[src/rtl/n101_qspi_link_arbiter.sv]
// Two-master QSPI link arbiter: muxes the flashmap (inner0) and FIFO path (inner1) onto one media link.
// Ownership changes only between transactions. Optional status counters: define N101_QSPI_ARB_STATUS_EN.
//
// state | meaning
// OWN   | inner[sel] drives the outer link; switch request evaluated every cycle
// DRAIN | outer tx_valid held low until the media block drops active, then sel flips
module n101_qspi_link_arbiter #(
  parameter int DATA_W  = 8,
  parameter int CNT_W   = 8,
  parameter int PROTO_W = 2
) (
  input  logic               clock,
  input  logic               reset_n,
`ifdef N101_QSPI_ARB_STATUS_EN
  output logic               io_stat_sel,
  output logic [15:0]        io_stat_switches,
  input  logic               io_stat_clr,
`endif
  output logic               io_inner0_tx_ready,
  input  logic               io_inner0_tx_valid,
  input  logic [DATA_W-1:0]  io_inner0_tx_bits,
  output logic               io_inner0_rx_valid,
  output logic [DATA_W-1:0]  io_inner0_rx_bits,
  input  logic [CNT_W-1:0]   io_inner0_cnt,
  input  logic [PROTO_W-1:0] io_inner0_fmt_proto,
  input  logic               io_inner0_fmt_endian,
  input  logic               io_inner0_fmt_iodir,
  input  logic               io_inner0_cs_set,
  input  logic               io_inner0_cs_clear,
  input  logic               io_inner0_cs_hold,
  output logic               io_inner0_active,
  input  logic               io_inner0_lock,
  output logic               io_inner1_tx_ready,
  input  logic               io_inner1_tx_valid,
  input  logic [DATA_W-1:0]  io_inner1_tx_bits,
  output logic               io_inner1_rx_valid,
  output logic [DATA_W-1:0]  io_inner1_rx_bits,
  input  logic [CNT_W-1:0]   io_inner1_cnt,
  input  logic [PROTO_W-1:0] io_inner1_fmt_proto,
  input  logic               io_inner1_fmt_endian,
  input  logic               io_inner1_fmt_iodir,
  input  logic               io_inner1_cs_set,
  input  logic               io_inner1_cs_clear,
  input  logic               io_inner1_cs_hold,
  output logic               io_inner1_active,
  input  logic               io_inner1_lock,
  input  logic               io_outer_tx_ready,
  output logic               io_outer_tx_valid,
  output logic [DATA_W-1:0]  io_outer_tx_bits,
  input  logic               io_outer_rx_valid,
  input  logic [DATA_W-1:0]  io_outer_rx_bits,
  output logic [CNT_W-1:0]   io_outer_cnt,
  output logic [PROTO_W-1:0] io_outer_fmt_proto,
  output logic               io_outer_fmt_endian,
  output logic               io_outer_fmt_iodir,
  output logic               io_outer_cs_set,
  output logic               io_outer_cs_clear,
  output logic               io_outer_cs_hold,
  input  logic               io_outer_active
);

  typedef enum logic {OWN = 1'b0, DRAIN = 1'b1} state_t;

  state_t state;
  logic   sel;
  logic   own_tx_valid;
  logic   own_lock;
  logic   oth_tx_valid;
  logic   oth_lock;
  logic   switch_req;
  logic   tx_ready_gate;

  always_comb begin
    own_tx_valid = sel ? io_inner1_tx_valid : io_inner0_tx_valid;
    own_lock     = sel ? io_inner1_lock     : io_inner0_lock;
    oth_tx_valid = sel ? io_inner0_tx_valid : io_inner1_tx_valid;
    oth_lock     = sel ? io_inner0_lock     : io_inner1_lock;
    switch_req   = !own_lock && !own_tx_valid && (oth_tx_valid || oth_lock);
  end

  always_ff @(posedge clock or negedge reset_n) begin
    if (!reset_n) begin
      state <= OWN;
      sel   <= 1'b0;
    end else begin
      case (state)
        OWN: begin
          if (switch_req) state <= DRAIN;
        end
        DRAIN: begin
          // owner requests seen here are deliberately ignored; the handoff always completes
          if (!io_outer_active) begin
            sel   <= ~sel;
            state <= OWN;
          end
        end
        default: state <= OWN;
      endcase
    end
  end

  // Outer request fields keep mirroring the old owner during DRAIN so in-flight rx finishes cleanly.
  always_comb begin
    tx_ready_gate       = (state == OWN) && io_outer_tx_ready;
    io_outer_tx_valid   = (state == OWN) && own_tx_valid;
    io_outer_tx_bits    = sel ? io_inner1_tx_bits    : io_inner0_tx_bits;
    io_outer_cnt        = sel ? io_inner1_cnt        : io_inner0_cnt;
    io_outer_fmt_proto  = sel ? io_inner1_fmt_proto  : io_inner0_fmt_proto;
    io_outer_fmt_endian = sel ? io_inner1_fmt_endian : io_inner0_fmt_endian;
    io_outer_fmt_iodir  = sel ? io_inner1_fmt_iodir  : io_inner0_fmt_iodir;
    io_outer_cs_set     = sel ? io_inner1_cs_set     : io_inner0_cs_set;
    io_outer_cs_clear   = sel ? io_inner1_cs_clear   : io_inner0_cs_clear;
    io_outer_cs_hold    = sel ? io_inner1_cs_hold    : io_inner0_cs_hold;
    io_inner0_tx_ready  = !sel && tx_ready_gate;
    io_inner1_tx_ready  =  sel && tx_ready_gate;
    io_inner0_rx_valid  = !sel && io_outer_rx_valid;
    io_inner1_rx_valid  =  sel && io_outer_rx_valid;
    io_inner0_active    = !sel && io_outer_active;
    io_inner1_active    =  sel && io_outer_active;
    io_inner0_rx_bits   = io_outer_rx_bits;
    io_inner1_rx_bits   = io_outer_rx_bits;
  end

`ifdef N101_QSPI_ARB_STATUS_EN
  logic [15:0] switch_cnt;

  always_ff @(posedge clock or negedge reset_n) begin
    if (!reset_n) begin
      switch_cnt <= 16'h0000;
    end else if (io_stat_clr) begin
      switch_cnt <= 16'h0000;
    end else if ((state == DRAIN) && !io_outer_active && (switch_cnt != 16'hFFFF)) begin
      switch_cnt <= switch_cnt + 16'h0001;
    end
  end

  assign io_stat_sel      = sel;
  assign io_stat_switches = switch_cnt;
`endif

endmodule

[config.mk]
export PLATFORM = sky130hd
export DESIGN_NAME = n101_qspi_link_arbiter
export DESIGN_NICKNAME = d
export VERILOG_FILES = /design/src/rtl/n101_qspi_link_arbiter.sv
export SDC_FILE = /design/constraint.sdc
export NUM_CORES = 1
export LEC_CHECK = 0
export CORE_MARGIN = 2
export CORE_UTILIZATION = 20
export DETAILED_ROUTE_END_ITERATION = 10
export GPL_TIMING_DRIVEN = 0
export PLACE_DENSITY = 0.77
export REMOVE_ABC_BUFFERS = 1
export SLEW_MARGIN = 20
export SYNTH_ARGS = -nofsm -noshare
export SYNTH_HDL_FRONTEND = slang
export SYNTH_SLANG_ARGS = --single-unit
[constraint.sdc]
create_clock -name clock -period 1.2 [get_ports clock]
set_input_delay 0.36 -clock clock [delete_from_list [all_inputs] [get_ports clock]]
set_output_delay 0.36 -clock clock [all_outputs]
set_load 0.01 [all_outputs]
==> results_dict.tcl, run 1 <==
set metrics [dict create \
    p_leak_nw 0.767 \
    synth_top_area_cell "mux2_4" \
    rsz0062_at_grt "yes" \
    clk_latency_ns 0.23 \
    netlist_area_sq_um 673 \
    nets 203 \
    critical_path.cell_chain "buf_4 > buf_12 > mux2_4 > buf_6" \
    tritoncts "yes" \
    num_vias 762 \
    required_ns 0.84 \
    die_x_microns 62.0 \
    avgViaCountPerCell 4.12 \
    dr_wl_met3_microns 404 \
    start_kind "flip-flop" \
    endpoint_kind "primary output" \
    synth.avg_cell_area_sq_um 11.4 \
    antenna_found_initial 0 \
    finalWorstSetupSlack_ns -0.555 \
    period_needed_ns 1.75 \
    rows 21 \
    io_pins 109 \
    drive_above_1_share_pct 54.0 \
    cts_buffer_depth 2 \
    dr_wl_met2_microns 1490 \
    worst_slew_pin_slew_ns 0.190 \
    initialDrtViolationCount 11 \
    yosysUniqueCellTypes 17 \
    syn_inst 59 \
    synthTopCellsByArea "mux2_4 49%, buf_4 18%, dfrtp_1 7.4%, buf_12 5.9%, buf_6 3.3%" \
    antennaDiodeCount 0 \
    status "complete, but fails checks" \
    cp_slowest_stage_delay_ns 0.45 \
    cp_max_fo 7 \
    ant_nets 0 \
    hpwl_microns 1930 \
    wl_met1_microns 730 \
    cts-root-buf "clkbuf_4" \
    crit_slowest_cell "dfrtp_2" \
    slew-limit-headroom_pct 87.3 \
    grt_start_max_net_pins 8 \
    hold_viol_final 0 \
    grt_overflow 0 \
    grt_usage_pct 12.2 \
    wl_per_cell_microns 14.3 \
    start_util_pct 20.5 \
    layout_common_cells "53 x clkdlybuf4s50_1, 29 x buf_6, 23 x mux2_4" \
    clock_skew_ns 0.00725 \
    yosysSeqAreaShare_pct 7.43 \
    min_path_type "input pin to asynchronous set/reset pin" \
    clock-sinks 2 \
    regArea_sq_um 51.3 \
    drt_pass1_iterations 3 \
    drv_cap 0 \
    worst-setup-path-type "flip-flop to primary output" \
    slew_violations 0 \
    worst_ep_arrival_time_ns 1.39 \
    setup-tns-final_ns -14.87 \
    synth-seq-cells 2 \
    ys_warn_count 0 \
    critical_path.n_buffers_inverters 3 \
    dp_slack_ns -0.805 \
    die-area_sq_um 3850 \
    violations "setup timing" \
    nFillCells 328 \
    grt_pass1_wl_microns 3340 \
    dr.max_layer_used "met4" \
    core-area_sq_um 3280 \
    setup_viol_count_final 32 \
    path_clk_slew_ns 0.03 \
    place.gp.congestion 0.664 \
    grt_pass1_vias 756 \
    multi_input_area_sq_um 479 \
    p_per_area_nw_per_um2 1810 \
    dieHeight_microns 62.0 \
    ir_drop_uv 808 \
    final_common_cell "clkdlybuf4s50_1" \
    fin_crit_sh_pct 146 \
    htreeDepth 1 \
    max_freq_mhz 570 \
    synth_top_area_share_pct 49.1 \
    wirelength_microns 2640 \
    fin_util_pct 50.0 \
    drc 0 \
    path_delay_family "flip-flops" \
    area_delta_synth_final_pct 144 \
    portBuffers 84 \
    cts_buffers 3 \
]
[state kept, by name, summed over array words and instances (netlist names)]
register	cells
sel	1
state	1
[power by group]
part	internal (mW)	total (mW)	switching [mW]
logic	1.77	2.63	0.865
registers	0.107	0.173	0.0659
clock network	0.124	0.165	0.0413
[layer usage]
metal / GRT usage, % / vias up
li1: - / 352
met1: 8.18 / 335
met2: 25.7 / 73
met3: 7.04 / 2
met4: 4.56 / 0
met5: 0 / -
[synth_stat cells, drive strengths merged]
master and instances:
nor2b 2, buf 20, nor2 2, xnor2 1, dfrtp 2, nor4 1
nor3b 1, nand2b 1, o211a 1, and3b 1, o31a 1, and2 2
mux2i 1, mux2 23
[what timing repair did]
item / in CTS / in global routing
setup endpoints to repair: 31 / 31
hold buffers: 0 / 0
setup buffers: 5 / 4
gates cloned: 3 / 0
endpoints found under the hold margin: 0 / 0
pin swaps: 4 / 0
resized for setup: 159 / 2
[logic make-up after synthesis]
logic type | count (synthesis) | share of synthesized area [%]
mux | 24 | 52.2
buf+inv | 20 | 27.1
xor+xnor | 1 | 1.30
compound gates | 2 | 2.79
simple gates | 10 | 9.11
flops | 2 | 7.44
[path summary, 6_finish.rpt]
| path | startpoint | end | slack [ns] | cells past startpoint |
|---|---|---|---|---|
| worst min register to register | state$_DFF_PN0_ | state$_DFF_PN0_ | 0.62 | 1 |
| max in group asynchronous | reset_n | sel$_DFFE_PN0P_ | 0.74 | 1 |
| worst max register to register | sel$_DFFE_PN0P_ | state$_DFF_PN0_ | -0.10 | 5 |
| worst max-delay path | sel$_DFFE_PN0P_ | io_outer_tx_bits[6] | -0.55 | 4 |
| min in group clock | state$_DFF_PN0_ | state$_DFF_PN0_ | 0.62 | 1 |
| worst min-delay path | reset_n | sel$_DFFE_PN0P_ | 0.31 | 1 |
[area by class of cell]
type / count / area share (%)
clock buffer: 4 / 1.60
multi-input combinational: 37 / 29.2
sequential: 2 / 3.12
tap: 46 / 3.50
timing repair buffer: 96 / 62.6
[per-stage QoR]
stage	power, mW	hold slack (ns)	instances	cell area [sq um]
global placement	1.99	0.536	169	1390
detailed placement	2.07	0.549	170	1410
global route	3.17	0.285	185	1640
floorplan	1.14	0.0644	39	490
CTS	2.93	0.302	182	1620
finish	2.97	0.309	185	1640
(Power assumes the default switching activity.)
==> run 2, diff against run 1 <==
- CAP_MARGIN: unset -> 20
==> results of run 2 <==
No change in the layout: final DEF, timing and power equal those of run 1.
